File: src/rtl/program_loader.sv
// -----------------------------------------------------------------------------
// program_loader
//   Writer side of the instruction-memory interface. Assembles a received
//   byte stream (MSB byte first) into BITS-wide instruction words and writes
//   them to consecutive program-memory addresses starting at 0. The CPU is
//   held in reset (o_cpu_rst=0) until the load session completes, either on
//   a halt word (all zero) or when the address space runs out (o_full).
//
//   Optional build macro PROGRAM_LOADER_CHECKSUM_EN: after the halt word a
//   trailing checksum byte (XOR of every data byte in the session) is
//   expected; a mismatch raises o_csum_err and keeps the CPU in reset.
//
// Ports
//   i_clk, i_rst        clock (rising edge), async active-low reset
//   i_start             one-cycle pulse, starts a session from IDLE/DONE
//   i_rx_data/_valid    received byte and its one-cycle strobe
//   o_wr_en/addr/data   program-memory write port (one strobe per word)
//   o_busy, o_done      session in progress / finished (level)
//   o_full              session ended by address exhaustion
//   o_csum_err          checksum mismatch (checksum build only)
//   o_cpu_rst           active-low CPU reset
// -----------------------------------------------------------------------------
module program_loader #(
  parameter int BITS   = 16,
  parameter int DTBITS = BITS - 5,
  parameter int NBYTES = BITS / 8
) (
  input  logic              i_clk,
  input  logic              i_rst,
  input  logic              i_start,
  input  logic [7:0]        i_rx_data,
  input  logic              i_rx_valid,
  output logic              o_wr_en,
  output logic [DTBITS-1:0] o_wr_addr,
  output logic [BITS-1:0]   o_wr_data,
  output logic              o_busy,
  output logic              o_done,
  output logic              o_full,
`ifdef PROGRAM_LOADER_CHECKSUM_EN
  output logic              o_csum_err,
`endif
  output logic              o_cpu_rst
);

  localparam int CW = (NBYTES > 1) ? $clog2(NBYTES) : 1;
  localparam logic [CW-1:0] LAST_BYTE = CW'(NBYTES - 1);

  localparam logic [2:0] S_IDLE  = 3'd0;
  localparam logic [2:0] S_RECV  = 3'd1;
  localparam logic [2:0] S_WRITE = 3'd2;
  localparam logic [2:0] S_DONE  = 3'd3;
`ifdef PROGRAM_LOADER_CHECKSUM_EN
  localparam logic [2:0] S_CHECK = 3'd4;
`endif

  logic [2:0]        state_q, state_d;
  logic [DTBITS-1:0] addr_q, addr_d;
  logic [CW-1:0]     cnt_q, cnt_d;
  logic [BITS-1:0]   word_q, word_d;
  logic              wr_en_q, wr_en_d;
  logic [DTBITS-1:0] wr_addr_q, wr_addr_d;
  logic [BITS-1:0]   wr_data_q, wr_data_d;
  logic              busy_q, busy_d;
  logic              done_q, done_d;
  logic              full_q, full_d;
  logic              cpu_rst_q, cpu_rst_d;
`ifdef PROGRAM_LOADER_CHECKSUM_EN
  logic [7:0]        csum_q, csum_d;
  logic              csum_err_q, csum_err_d;
`endif
  logic              take;   // shift i_rx_data into the word this cycle

  always_comb begin
    state_d   = state_q;
    addr_d    = addr_q;
    cnt_d     = cnt_q;
    word_d    = word_q;
    wr_en_d   = 1'b0;
    wr_addr_d = wr_addr_q;
    wr_data_d = wr_data_q;
    busy_d    = busy_q;
    done_d    = done_q;
    full_d    = full_q;
    cpu_rst_d = cpu_rst_q;
`ifdef PROGRAM_LOADER_CHECKSUM_EN
    csum_d     = csum_q;
    csum_err_d = csum_err_q;
`endif
    take      = 1'b0;

    case (state_q)
      S_IDLE, S_DONE: begin
        // i_rx_valid is ignored here; only i_start matters.
        if (i_start) begin
          state_d   = S_RECV;
          addr_d    = '0;
          cnt_d     = '0;
          busy_d    = 1'b1;
          done_d    = 1'b0;
          full_d    = 1'b0;
          cpu_rst_d = 1'b0;
`ifdef PROGRAM_LOADER_CHECKSUM_EN
          csum_d     = '0;
          csum_err_d = 1'b0;
`endif
        end
      end
      S_RECV: take = i_rx_valid;
      S_WRITE: begin
        // wr_data_q still holds the word being written; word_q may already
        // be taking the next word's first byte.
        if (wr_data_q == '0) begin
`ifdef PROGRAM_LOADER_CHECKSUM_EN
          if (i_rx_valid) begin
            // checksum byte arrived back-to-back with the halt write
            state_d    = S_DONE;
            busy_d     = 1'b0;
            done_d     = 1'b1;
            csum_err_d = (i_rx_data != csum_q);
            cpu_rst_d  = (i_rx_data == csum_q);
          end else begin
            state_d = S_CHECK;
          end
`else
          state_d   = S_DONE;
          busy_d    = 1'b0;
          done_d    = 1'b1;
          cpu_rst_d = 1'b1;
`endif
        end else if (addr_q == '1) begin
          // no room for another word: stop rather than wrap
          state_d   = S_DONE;
          busy_d    = 1'b0;
          done_d    = 1'b1;
          full_d    = 1'b1;
          cpu_rst_d = 1'b1;
        end else begin
          state_d = S_RECV;
          addr_d  = addr_q + DTBITS'(1);
          take    = i_rx_valid;
        end
      end
`ifdef PROGRAM_LOADER_CHECKSUM_EN
      S_CHECK: begin
        if (i_rx_valid) begin
          state_d    = S_DONE;
          busy_d     = 1'b0;
          done_d     = 1'b1;
          csum_err_d = (i_rx_data != csum_q);
          cpu_rst_d  = (i_rx_data == csum_q);
        end
      end
`endif
      default: state_d = S_IDLE;
    endcase

    if (take) begin
      word_d = (word_q << 8) | BITS'(i_rx_data);
`ifdef PROGRAM_LOADER_CHECKSUM_EN
      csum_d = csum_d ^ i_rx_data;
`endif
      if (cnt_q == LAST_BYTE) begin
        cnt_d     = '0;
        state_d   = S_WRITE;
        wr_en_d   = 1'b1;
        wr_addr_d = addr_d;
        wr_data_d = word_d;
      end else begin
        cnt_d = cnt_q + CW'(1);
      end
    end
  end

  always_ff @(posedge i_clk or negedge i_rst) begin
    if (!i_rst) begin
      state_q    <= S_IDLE;
      addr_q     <= '0;
      cnt_q      <= '0;
      word_q     <= '0;
      wr_en_q    <= 1'b0;
      wr_addr_q  <= '0;
      wr_data_q  <= '0;
      busy_q     <= 1'b0;
      done_q     <= 1'b0;
      full_q     <= 1'b0;
      cpu_rst_q  <= 1'b0;
`ifdef PROGRAM_LOADER_CHECKSUM_EN
      csum_q     <= '0;
      csum_err_q <= 1'b0;
`endif
    end else begin
      state_q    <= state_d;
      addr_q     <= addr_d;
      cnt_q      <= cnt_d;
      word_q     <= word_d;
      wr_en_q    <= wr_en_d;
      wr_addr_q  <= wr_addr_d;
      wr_data_q  <= wr_data_d;
      busy_q     <= busy_d;
      done_q     <= done_d;
      full_q     <= full_d;
      cpu_rst_q  <= cpu_rst_d;
`ifdef PROGRAM_LOADER_CHECKSUM_EN
      csum_q     <= csum_d;
      csum_err_q <= csum_err_d;
`endif
    end
  end

  assign o_wr_en   = wr_en_q;
  assign o_wr_addr = wr_addr_q;
  assign o_wr_data = wr_data_q;
  assign o_busy    = busy_q;
  assign o_done    = done_q;
  assign o_full    = full_q;
  assign o_cpu_rst = cpu_rst_q;
`ifdef PROGRAM_LOADER_CHECKSUM_EN
  assign o_csum_err = csum_err_q;
`endif

endmodule

File: config.mk
export PLATFORM = sky130hd
export DESIGN_NAME = program_loader
export DESIGN_NICKNAME = d
export VERILOG_FILES = /design/src/rtl/program_loader.sv
export SDC_FILE = /design/constraint.sdc
export NUM_CORES = 1
export LEC_CHECK = 0
export BUFFER_PORTS_ARGS = -buffer_cell sky130_fd_sc_hd__buf_2
export CORE_MARGIN = 3
export CORE_UTILIZATION = 30
export DETAILED_ROUTE_END_ITERATION = 10
export SLEW_MARGIN = 40
export SYNTH_ARGS = -nofsm -noshare
export SYNTH_HDL_FRONTEND = slang
export SYNTH_SLANG_ARGS = --single-unit
File: constraint.sdc
create_clock -name i_clk -period 7.15 [get_ports i_clk]
set_input_delay 0.715 -clock i_clk [delete_from_list [all_inputs] [get_ports i_clk]]
set_output_delay 0.715 -clock i_clk [all_outputs]
set_load 0.02 [all_outputs]
# After elaboration in Yosys (flattened, before gate mapping)
# Index checks and enable logic that the tools add are counted.
# totals
output_inout_bits,32
elab_cells,59
inputBits,12
ff_bits,54
# op_classes
addsub,2
n_eq_ne,8
n_mux,28
reduce_logical,10
bitwise,1
# op_table
operator,n
11-bit 2-to-1 mux,3
11-bit case mux with 2 select lines,1
16-bit zero test,1
16-bit by 8-bit OR with 16-bit output,1
1-bit 2-to-1 mux,14
11-bit by 1-bit adder with 11-bit output (second input constant),1
11-bit equality test (second input constant),1
3-bit 2-to-1 mux,3
3-bit case mux with 3 select lines,1
1-bit case mux with 2 select lines,4
3-bit by 2-bit equality test with 1-bit output (second input constant),2
2-bit inequality test (second input constant),3
2-bit nonzero test,3
2-bit 2-to-1 mux,2
2-bit AND reduction,2
4-bit AND reduction,1
3-bit by 1-bit equality test with 1-bit output (second input constant),1
3-bit zero test,1
3-bit inequality test (second input constant),1
3-bit AND reduction,1
2-bit OR reduction,1
1-bit adder (second input constant),1

# Logic depth before layout (Yosys ltp)
# depth
ltp_word,6
ltp_mapped,9
mapped_depth_nobuf,7

# Least setup slack after synthesis
# Ideal clock, no wire load.
# synth_path
kind,register -> register
start,register wr_data_q[1] (netlist: o_wr_data[1])
end,register word_q[0]
n_path_buf,2
setup_time_ps,125
period_less_slack_ps,2413
arrival_time_ps,2288
path_stages_with_launch,8
required_time_ps,7025
path_slack_ps,4737
cell_sequence,dfrtp_1 -> or4_1 -> o41a_1 -> buf_4 -> a21oi_2 -> nor3b_1 -> buf_6 -> mux2_4
# synth_between
elab_chain_cells,3
# synth_rtl
item,line,source
"start, declared",62,"logic [BITS-1:0] wr_data_q, wr_data_d;"
"start signal, assigned",198,wr_data_q <= wr_data_d;
16-bit zero test,112,if (wr_data_q == '0) begin
1-bit 2-to-1 mux,112,
1-bit case mux with 2 select lines,91,case (state_q)
"end signal, assigned",195,word_q <= word_d;
"end, declared",59,"logic [BITS-1:0] word_q, word_d;"
# Every way passes these cells.
# A chain may end at the register's enable or synchronous reset.

# Worst setup path after layout
# layout_path
start,register state_q[2]
end,register wr_data_q[1] (netlist: o_wr_data[1])
# layout_between
elab_chain_cells,3
elab_cells_between_ends,4
cone_classes,eq/ne: 2; mux: 1; reduce/logical: 1
# layout_rtl
item,line,source
"start, declared",56,"logic [2:0] state_q, state_d;"
"start signal, assigned",192,state_q <= state_d;
3-bit by 2-bit equality test with 1-bit output or 3-bit by 1-bit equality test with 1-bit output (tied branches),91,
1-bit case mux with 2 select lines (*),91,
2-bit AND reduction (no source line) (*),n/a,
# Mark *: on every way between the ends. The rest lies on a longest branch, timed or not.

==> run summary <==
CTS Hold Buffers Added - 0
Number of cells produced by synthesis - 199
Netlist cell types - 46
Reg2reg end - o_wr_data[1]$_DFFE_PN0P_
Die Height - 96.53 µm
Total of max-cap violations - 0
Placed cell areas - 2769 µm²
Minimum clock period - 3017 ps
Clock Tree Buf Depth - 2
Data required, critical path - 7340 ps
Reg2Reg Depth - 5
Buffers on Ports - 43
Row cnt - 32
Nets - 255
Die area - 9318 µm²
Leakage - 1.351 nW
Die width - 96.53 µm
Clock-pin slew on the worst setup and hold paths - 110 ps
Clk root buf - clkbuf_8
Critical path class - reg -> reg
Tcrit/Tclk final - 42.20%
Core area - 7848 µm²
Global placement routability congestion - 0.9105
Post-route cell area - 2890 µm²
Reg-to-reg slack, setup - 4130 ps
Synth Register Bits - 54
VDD IR max - 0.0001938 V
Post-synth EDFFs - 0
TritonCTS Buffers - 5
Worst Hold Depth - 2
Clock Skew - 15.00 ps
Worst EP arrival - 3210 ps
Remaining DRCs - 0
Slew HR - 54.86%
CP Capture Type - flop
Via count - 1723
Synth Flop Type - dfrtp_1
Mapped Avg Cell Area - 12.35 µm²
DRT Wirelength - 5126 µm
Share of layout cells above drive strength 1 - 27.57%
Worst Hold Launch - o_wr_addr[3]$_DFFE_PN0P_
Starting Density - 31.33%
Sinks on Clock Net - 54
Seq. cell area - 1351 µm²
Largest net degree at the start of global routing - 55
Initial antenna violation count - 0
DR pass1 iterations - 4
Syn_nets - 212
Grt ovf - 0
Antenna Cells - 0
R2R Path Start - state_q[2]$_DFF_PN0_
Outcome - finished, final reports clean
Seq/Total Area, Yosys - 54.96%
Number of I/O pins - 44
Worst-Skew Late Latency - 310 ps
Pins Over Slew Limit - 0
Dominant cells by area after synthesis - dfrtp_1 55%, mux2_1 11%, mux2_4 4.9%
WL met1 - 2515 µm
CP startpoint - state_q[2]$_DFF_PN0_
RSZ-0062 raised after global routing - false
Vias/cell - 4.994
Area fraction of the dominant cell type after synthesis - 54.96%
Highest metal used - met4
H-Tree Level Count - 2
Setup TNS - 0 ps
Syn. warnings - 0
Wire length on met3 - 294 µm
Final hold vios - 0
Tightest Pin Transition - 671.5 ps
TritonCTS clock tree - yes
Cell taking the most area after synthesis - dfrtp_1
Final Setup Violations - 0
Multi-input logic area - 1069 µm²
Cts repair resizes - 0
Starting DRT DRC Count - 130
Post CTS Setup Buffer Count - 0
Layout fillers - 812
GRT Total Usage - 11.71%
Routed Antenna Nets - 0
WL per Instance - 14.86 µm
CP Launch Type - flop
F_max - 331.5 MHz
HPWL after DPL - 3688 µm
Worst hold endpoint - o_wr_addr[3]$_DFFE_PN0P_
WL met2 - 2254 µm
Syn-to-layout area delta - 17.56%
First-pass GRT wire length - 8480 µm
HP Class - reg -> reg
Async set-reset flop share out of synthesis - 100.0%
Power Density - 304.1 nW/µm²
Mapped cell area - 2459 µm²
Vias in the first global route - 1671
CP Max Fanout - 30
[synthesized netlist by cell type, types with 4 or more instances]
library cell,instances
a21oi_1,8
a31oi_1,6
and3_1,4
buf_2,5
dfrtp_1,54
mux2_1,23
mux2_4,8
nand2_1,10
nand3_1,5
nor2_1,8
nor2b_1,4
nor3_1,6
o21ai_0,4
[placed cells by master, fill, tap and decap left out, types with 3 or more instances in the layout]
cell type and n:
and3_1 4, o21ai_0 4, nand4_1 3, o211ai_1 3, nand2b_1 3, o31ai_1 3
clkbuf_8 5, o41ai_1 3, and2_1 3, or4_1 3, a31oi_1 6, mux2_1 23
nor2b_1 4, nand2_1 10, nor3_1 5, dfrtp_1 54, a21oi_1 8, nor2_1 8
nand3_1 5, buf_2 43, mux2_4 8
[registers in the layout, indices dropped and copies added, names as in the netlist]
name       cells
addr_q        11
cnt_q          1
o_busy         1
o_cpu_rst      1
o_full         1
o_wr_addr     11
o_wr_data     16
o_wr_en        1
state_q        3
word_q         8
[cell type report]
type	instances	area share [%]
well taps	102	4.416
clock inverters	3	1.645
clock buffers	5	2.381
flip-flops and latches	54	46.75
repair buffers	44	7.706
inverters	1	0.1299
multi-input cells	136	36.97
[layer usage]
metal | up-vias | global-route usage [%]
li1 | 832 | -
met4 | 0 | 3.972
met2 | 49 | 17.36
met3 | 8 | 2.943
met1 | 834 | 16.67
met5 | - | 0
[how the worst max path moves through the flow]
stage                                to  slack (ps)  depth (start not counted)
6_report       o_wr_data[1]$_DFFE_PN0P_        4130                          5
5_1_grt        o_wr_data[1]$_DFFE_PN0P_        3870                          5
4_1_cts        o_wr_data[0]$_DFFE_PN0P_        4130                          5
3_5_place_dp   o_wr_data[0]$_DFFE_PN0P_        4160                          5
3_3_place_gp      word_q[6]$_DFFE_PN0P_        4150                          5
2_1_floorplan     word_q[0]$_DFFE_PN0P_        4740                          7
[kinds of logic after synthesis]
logic type,Yosys count,synth area share (%)
buffers and inverters,9,2.239
adder cells (fa/ha/maj),1,0.5088
multiplexers,32,15.83
AND/OR/NAND/NOR,63,14.96
AO/OA/AOI/OAI,39,11.35
other,1,0.1525
flip-flops,54,54.96
[report_power, final]
| part | internal (mW) | switching [mW] | leakage (nW) | total (mW) |
|---|---|---|---|---|
| clock network | 0.107 | 0.105 | 0.0591 | 0.212 |
| registers | 0.376 | 0.0501 | 0.698 | 0.426 |
| logic | 0.100 | 0.141 | 0.593 | 0.241 |
| total | 0.584 | 0.295 | 1.35 | 0.879 |
[worst max-delay path: stages (launching register included)]
cell and delay, ps:
dfrtp_1 580, nor3b_1 590, o41a_1 600, a31oi_4 220, inv_2 500, mux2_1 380
[through the flow]
stage	power [mW]	hold slack [ps]	std cells	util, %	setup slack (ps)
after floorplan	0.5814	419.4	199	-	4737
after global placement	0.6721	467.0	337	35.20	4145
after detailed placement	0.6800	473.9	337	35.28	4158
after CTS	0.8911	497.9	345	36.77	4135
after global routing	0.9335	508.6	345	36.83	3875
final	0.8789	491.0	345	36.83	4133
Note: power is estimated with default switching activity, not from simulation.
